[config.mk]
export PLATFORM = sky130hd
export DESIGN_NAME = pc_next_unit
export DESIGN_NICKNAME = d
export VERILOG_FILES = /design/src/rtl/pc_next_unit.sv
export SDC_FILE = /design/constraint.sdc
export NUM_CORES = 1
export LEC_CHECK = 0
export CAP_MARGIN = 40
export CORE_ASPECT_RATIO = 0.8
export CORE_MARGIN = 2
export CORE_UTILIZATION = 30
export CTS_CLUSTER_DIAMETER = 40
export DETAILED_ROUTE_END_ITERATION = 6
export PLACE_DENSITY = 0.63
export SETUP_SLACK_MARGIN = 0.15
export SYNTH_ARGS = -nofsm -noshare
export SYNTH_HDL_FRONTEND = slang
export SYNTH_SLANG_ARGS = --single-unit
[constraint.sdc]
create_clock -name clk -period 3.9 [get_ports clk]
set_clock_uncertainty 0.1 [all_clocks]
set_input_delay 0.585 -clock clk [delete_from_list [all_inputs] [get_ports clk]]
set_output_delay 0.585 -clock clk [all_outputs]
set_load 0.02 [all_outputs]
[src/rtl/pc_next_unit.sv]
// Program-counter unit: holds the fetch PC and picks the next address from
// sequential increment, branch, jump and register-jump, with stall-safe redirect holding.
module pc_next_unit #(
  parameter int unsigned      WIDTH        = 32,
  parameter logic [WIDTH-1:0] RESET_VECTOR = '0,
  parameter int unsigned      INC          = 4
) (
  input  logic             clk,
  input  logic             reset,
  input  logic             stall,
  input  logic             branch_taken,
  input  logic [WIDTH-1:0] bta,
  input  logic             jump,
  input  logic [25:0]      jump_index,
  input  logic             jr,
  input  logic [WIDTH-1:0] jr_addr,
  output logic [WIDTH-1:0] pc,
  output logic [WIDTH-1:0] pc_seq,
  output logic             redirect_pending,
  output logic             misaligned
);

  localparam logic [WIDTH-1:0] INC_W = WIDTH'(INC);

  logic [WIDTH-1:0] hold_target;
  logic [WIDTH-1:0] jump_target;
  logic [WIDTH-1:0] sel_target;
  logic             req;

  logic [WIDTH-1:0] pc_next;
  logic [WIDTH-1:0] hold_next;
  logic             pending_next;
  logic             misaligned_next;
  logic [WIDTH-1:0] apply_target;

  assign pc_seq      = pc + INC_W;
  assign jump_target = {pc_seq[WIDTH-1:28], jump_index, 2'b00};
  assign req         = jr | jump | branch_taken;

  // Later assignments win: jr > jump > branch.
  always_comb begin
    sel_target = bta;
    if (jump) sel_target = jump_target;
    if (jr)   sel_target = jr_addr;
  end

  // Next-state selection; a live request displaces any held target.
  always_comb begin
    pc_next         = pc;
    hold_next       = hold_target;
    pending_next    = redirect_pending;
    misaligned_next = 1'b0;
    apply_target    = req ? sel_target : hold_target;

    if (stall) begin
      if (req) begin
        hold_next    = sel_target;
        pending_next = 1'b1;
      end
    end else if (req || redirect_pending) begin
      pc_next         = {apply_target[WIDTH-1:2], 2'b00};
      pending_next    = 1'b0;
      misaligned_next = |apply_target[1:0];
    end else begin
      pc_next = pc_seq;
    end
  end

  always_ff @(posedge clk) begin
    if (reset) begin
      pc               <= RESET_VECTOR;
      hold_target      <= '0;
      redirect_pending <= 1'b0;
      misaligned       <= 1'b0;
    end else begin
      pc               <= pc_next;
      hold_target      <= hold_next;
      redirect_pending <= pending_next;
      misaligned       <= misaligned_next;
    end
  end

endmodule

== After elaboration in Yosys (flattened, before gate mapping) ==
Index checks and enable logic that the tools add are counted.

* Equality and inequality tests: 1
* Add/subtract/negate cells: 1
* Muxes and demuxes: 7
* Bitwise logic cells: 3
* Reduce and logical (&&, ||, !) cells: 5

{| class="wikitable"
|+ Operator list
! cell !! number
|-
| 32-bit two-way mux || 4
|-
| 32-bit by 3-bit adder with 32-bit output, second input constant || 1
|-
| 1-bit two-way mux || 3
|-
| 3-bit OR reduction || 1
|-
| 2-bit by 1-bit inequality test with 1-bit output, second input constant || 1
|-
| 1-bit OR || 2
|-
| 2-bit AND reduction || 1
|-
| 2-bit nonzero test || 1
|-
| 2-bit OR reduction || 1
|-
| 1-bit logical OR || 1
|-
| 1-bit inverter || 1
|}

* Flip-flop bits (word level): 66
* Output and inout bits: 66
* Logic and storage cells: 21

== Longest topological paths before layout ==
* Depth in word-level cells: 5
* Gate-level depth with buffers: 8
* Mapped depth without buffers: 6

== Worst setup path before layout ==
Ideal clock, no wire load.

* Kind: reg2out
* Start: reg pc[2]
* End: out pc_seq[20]
* Path buffers: 0
* Required time: 3.215 ns
* Stages on the path, launching flop included: 6
* Data arrival time: 1.963 ns
* Path slack: 1.252 ns
* Cell sequence: dfxtp_1 ha_1 and3_1 nand4_4 or3_4 xnor2_1

* Word-level cells in the longest chain between the ends: 1

{| class="wikitable"
|+ RTL lines
! element !! RTL line !! text
|-
| start: declaration || 17 || <nowiki>output logic [WIDTH-1:0] pc,</nowiki>
|-
| start signal: assignment || 76 || <nowiki>pc <= pc_next;</nowiki>
|-
| 32-bit by 3-bit adder with 32-bit output || 36 || <nowiki>assign pc_seq = pc + INC_W;</nowiki>
|-
| end: declaration || 18 || <nowiki>output logic [WIDTH-1:0] pc_seq,</nowiki>
|}

No other way between the ends.

== Final worst setup path ==
* Start: reg pc[2]
* End: out pc_seq[30]

Same word-level chain as after synthesis.

==> impl_metrics.csv <==
group,metric,value,unit
timing,tightest_slew,0.724,ns
timing,finalSetupTns,0,ns
logic_synthesis,async_reset_ff_frac,0,
cells_and_area,diodes,0,
placement,post-place-ws,0.763,ns
logic_synthesis,ys_seq_area_frac,0.287,
clocking,tritoncts,"built",
hold_path,min_path_type,"register to register",
status,run_status,"finished with violations",
detailed_routing,firstDrtPassIters,7,
detailed_routing,wl,17400,um
worst_setup_path,slowest_delay,0.66,ns
floorplanning,initial_utilization,0.310,
global_routing,grtUsageTotal,0.222,
logic_synthesis,synth-main-ff-cell,"dfxtp_1",
placement,dp_cells,897,
power,peakVddDrop,0.225,mV
timing,drv_slew,0,
global_routing,grt_first_pass_wirelength,27600,um
global_routing,grt_pass1_vias,4803,
detailed_routing,drt_iter0_drc,516,
worst_setup_path,cp.required,3.21,ns
clocking,cts_buffers,9,
worst_setup_path,critPathMaxFanout,7,
worst_setup_path,worst_path_max_delay_cell,"clkdlybuf4s50_1",
global_routing,grt_max_degree,53,
worst_setup_path,path_cells,"ha_1 > nand3_1 > nor2_1 > nand4_1 > xnor2_1 > clkdlybuf4s50_1",
logic_synthesis,syn_avg_cell_area,7.59,um2
logic_synthesis,syn_area,4470,um2
status,violations,"design-rule violations",
timing,final-hold-violation-count,0,
clocking,cts_max_level,3,
worst_setup_path,cp.arrival,2.86,ns
timing,fmax,282,MHz
clocking,root_buffer,"clkbuf_16",
power,pwr_density_cell,341,nW/um2
worst_setup_path,critPathKind,"register to output port",
floorplanning,die_h,113,um
logic_synthesis,synthesis.instances,589,
placement,place_hpwl,13200,um
floorplanning,fp.dieArea,15900,um2
clocking,postCtsSetupRepairBufs,0,
timing,setup_violations,0,
worst_setup_path,critPathTopFamily,"simple AND/OR/NAND/NOR gates",
logic_synthesis,ys_ff_latch,64,
clocking,clk_latency,0.34,ns
global_routing,antenna_found_initial,0,
clocking,clkTransAtPathRegs,0.05,ns
cells_and_area,drive_above_1_share,0.0782,
flow_run,max_cap_violations,0,
detailed_routing,vias_per_cell,5.69,
detailed_routing,drc,1,
placement,gp_congestion,0.889,
cells_and_area,final_cell_mix,"clkdlybuf4s50_1, nor2_1, dfxtp_1, nand2_1, a21oi_1",
clocking,cts.path.max_buffers,2,
clocking,cts_hold_buf,0,
hold_path,hp-start,"hold_target[14]",
cells_and_area,final_cells,913,
detailed_routing,via_count,5199,
placement,portBuffers,157,
timing,rsz0062_at_grt,"false",
floorplanning,rows,39,
cells_and_area,final_nets,821,
worst_setup_path,regToRegStartpoint,"pc[2]",
power,leakagePower,2.49,nW
timing,hold_slack,0.386,ns
detailed_routing,wl_per_cell,19.0,um
timing,layout_setup_ws,0.354,ns
clocking,cts_resized,0,
cells_and_area,mostFrequentLayoutCell,"clkdlybuf4s50_1",
timing,finalCritPeriodShare,0.909,
clocking,clkSinkCount,64,
floorplanning,die_w,141,um
floorplanning,core-area,14400,um2
cells_and_area,syn_to_final_growth,44.9,%
worst_setup_path,cp_num_buf_inv,1,
detailed_routing,ant_nets,0,
floorplanning,design.portCount,162,
logic_synthesis,synth_edf_count,0,
timing,relSlewSlack,0.516,
logic_synthesis,synth_cell_types,66,
worst_setup_path,cp-end-kind,"output port",
worst_setup_path,cp-start-kind,"register",
logic_synthesis,yosysWarnings,0,
timing,post-route-min-period,3.55,ns
worst_setup_path,crit_start,"pc[2]",
global_routing,overflow,0,
-- through the flow --
step	util	cell area, um2	power, W
after floorplan	-	4480	0.00107
after global placement	0.426	6160	0.00134
after detailed placement	0.426	6160	0.00135
after CTS	0.448	6480	0.00221
after global routing	0.448	6480	0.00230
final	0.448	6480	0.00221
-- state kept, by name, indices dropped and copies added (netlist names) --
name,flops
pc,30
hold_target,32
redirect_pending,1
misaligned,1
-- area by class of cell --
type                       count  area (um2)
fill                        1411        7970
sequential                    64        1280
clock buffer                  14         284
inverter                      23        86.3
multi-input combinational    454        2900
timing repair buffer         172        1660
tap                          184         230
clock inverter                 2        35.0
-- synth_stat cells (5+ instances only) --
| cell type | instances | area, um2 |
|---|---|---|
| a2111oi_0 | 5 | 43.8 |
| a211oi_1 | 8 | 60.1 |
| a21oi_1 | 36 | 180 |
| a221oi_1 | 7 | 61.3 |
| a22oi_1 | 34 | 255 |
| a2bb2oi_1 | 6 | 52.6 |
| a31oi_1 | 9 | 56.3 |
| and3_1 | 11 | 68.8 |
| and4_1 | 6 | 52.6 |
| buf_1 | 8 | 30.0 |
| buf_2 | 10 | 50.1 |
| clkbuf_1 | 29 | 109 |
| dfxtp_1 | 64 | 1280 |
| inv_1 | 21 | 78.8 |
| mux2_2 | 6 | 67.6 |
| mux2i_1 | 14 | 140 |
| nand2_1 | 52 | 195 |
| nand3_1 | 20 | 100 |
| nand4_1 | 8 | 50.1 |
| nor2_1 | 67 | 251 |
| nor3_1 | 11 | 55.1 |
| nor4_1 | 7 | 43.8 |
| o21ai_0 | 34 | 170 |
| o22ai_1 | 5 | 31.3 |
| xnor2_1 | 22 | 193 |
-- layer usage --
metal  vias to the layer above  global-route usage  part of all wire
met2                       294               0.331              0.43
li1                       2441                   -                 -
met5                         -                   0                 0
met4                         0              0.0473             0.011
met3                        12              0.0618              0.11
met1                      2452               0.319              0.45
-- power breakdown --
part	internal (W)	switching, W
clock network	0.000564	0.000302
logic	0.000279	0.000294
registers	0.000703	0.0000665
-- worst reg2reg max path: stages (launching register included) --
cell	delay (ns)
dfxtp_1	0.45
ha_1	0.31
and3_1	0.32
nand4_4	0.19
or3_4	0.40
mux2_4	0.32
a2111oi_2	0.27
-- final timing paths --
check,end,slack [ns],cells past startpoint
max,pc_seq[30],0.35,6
min,hold_target[14],0.39,2
max reg2reg,pc[20],1.44,6
min reg2reg,hold_target[14],0.39,2
-- cells by family after synthesis --
group           after synthesis  synth area share
mux                          23            0.0548
simple gates                219             0.257
other cells                   1          0.000839
buf+inv                      74            0.0683
xor+xnor                     26            0.0509
flops                        64             0.287
compound gates              181             0.278
fa+ha+maj                     1           0.00280
(Power assumes the default switching activity.)
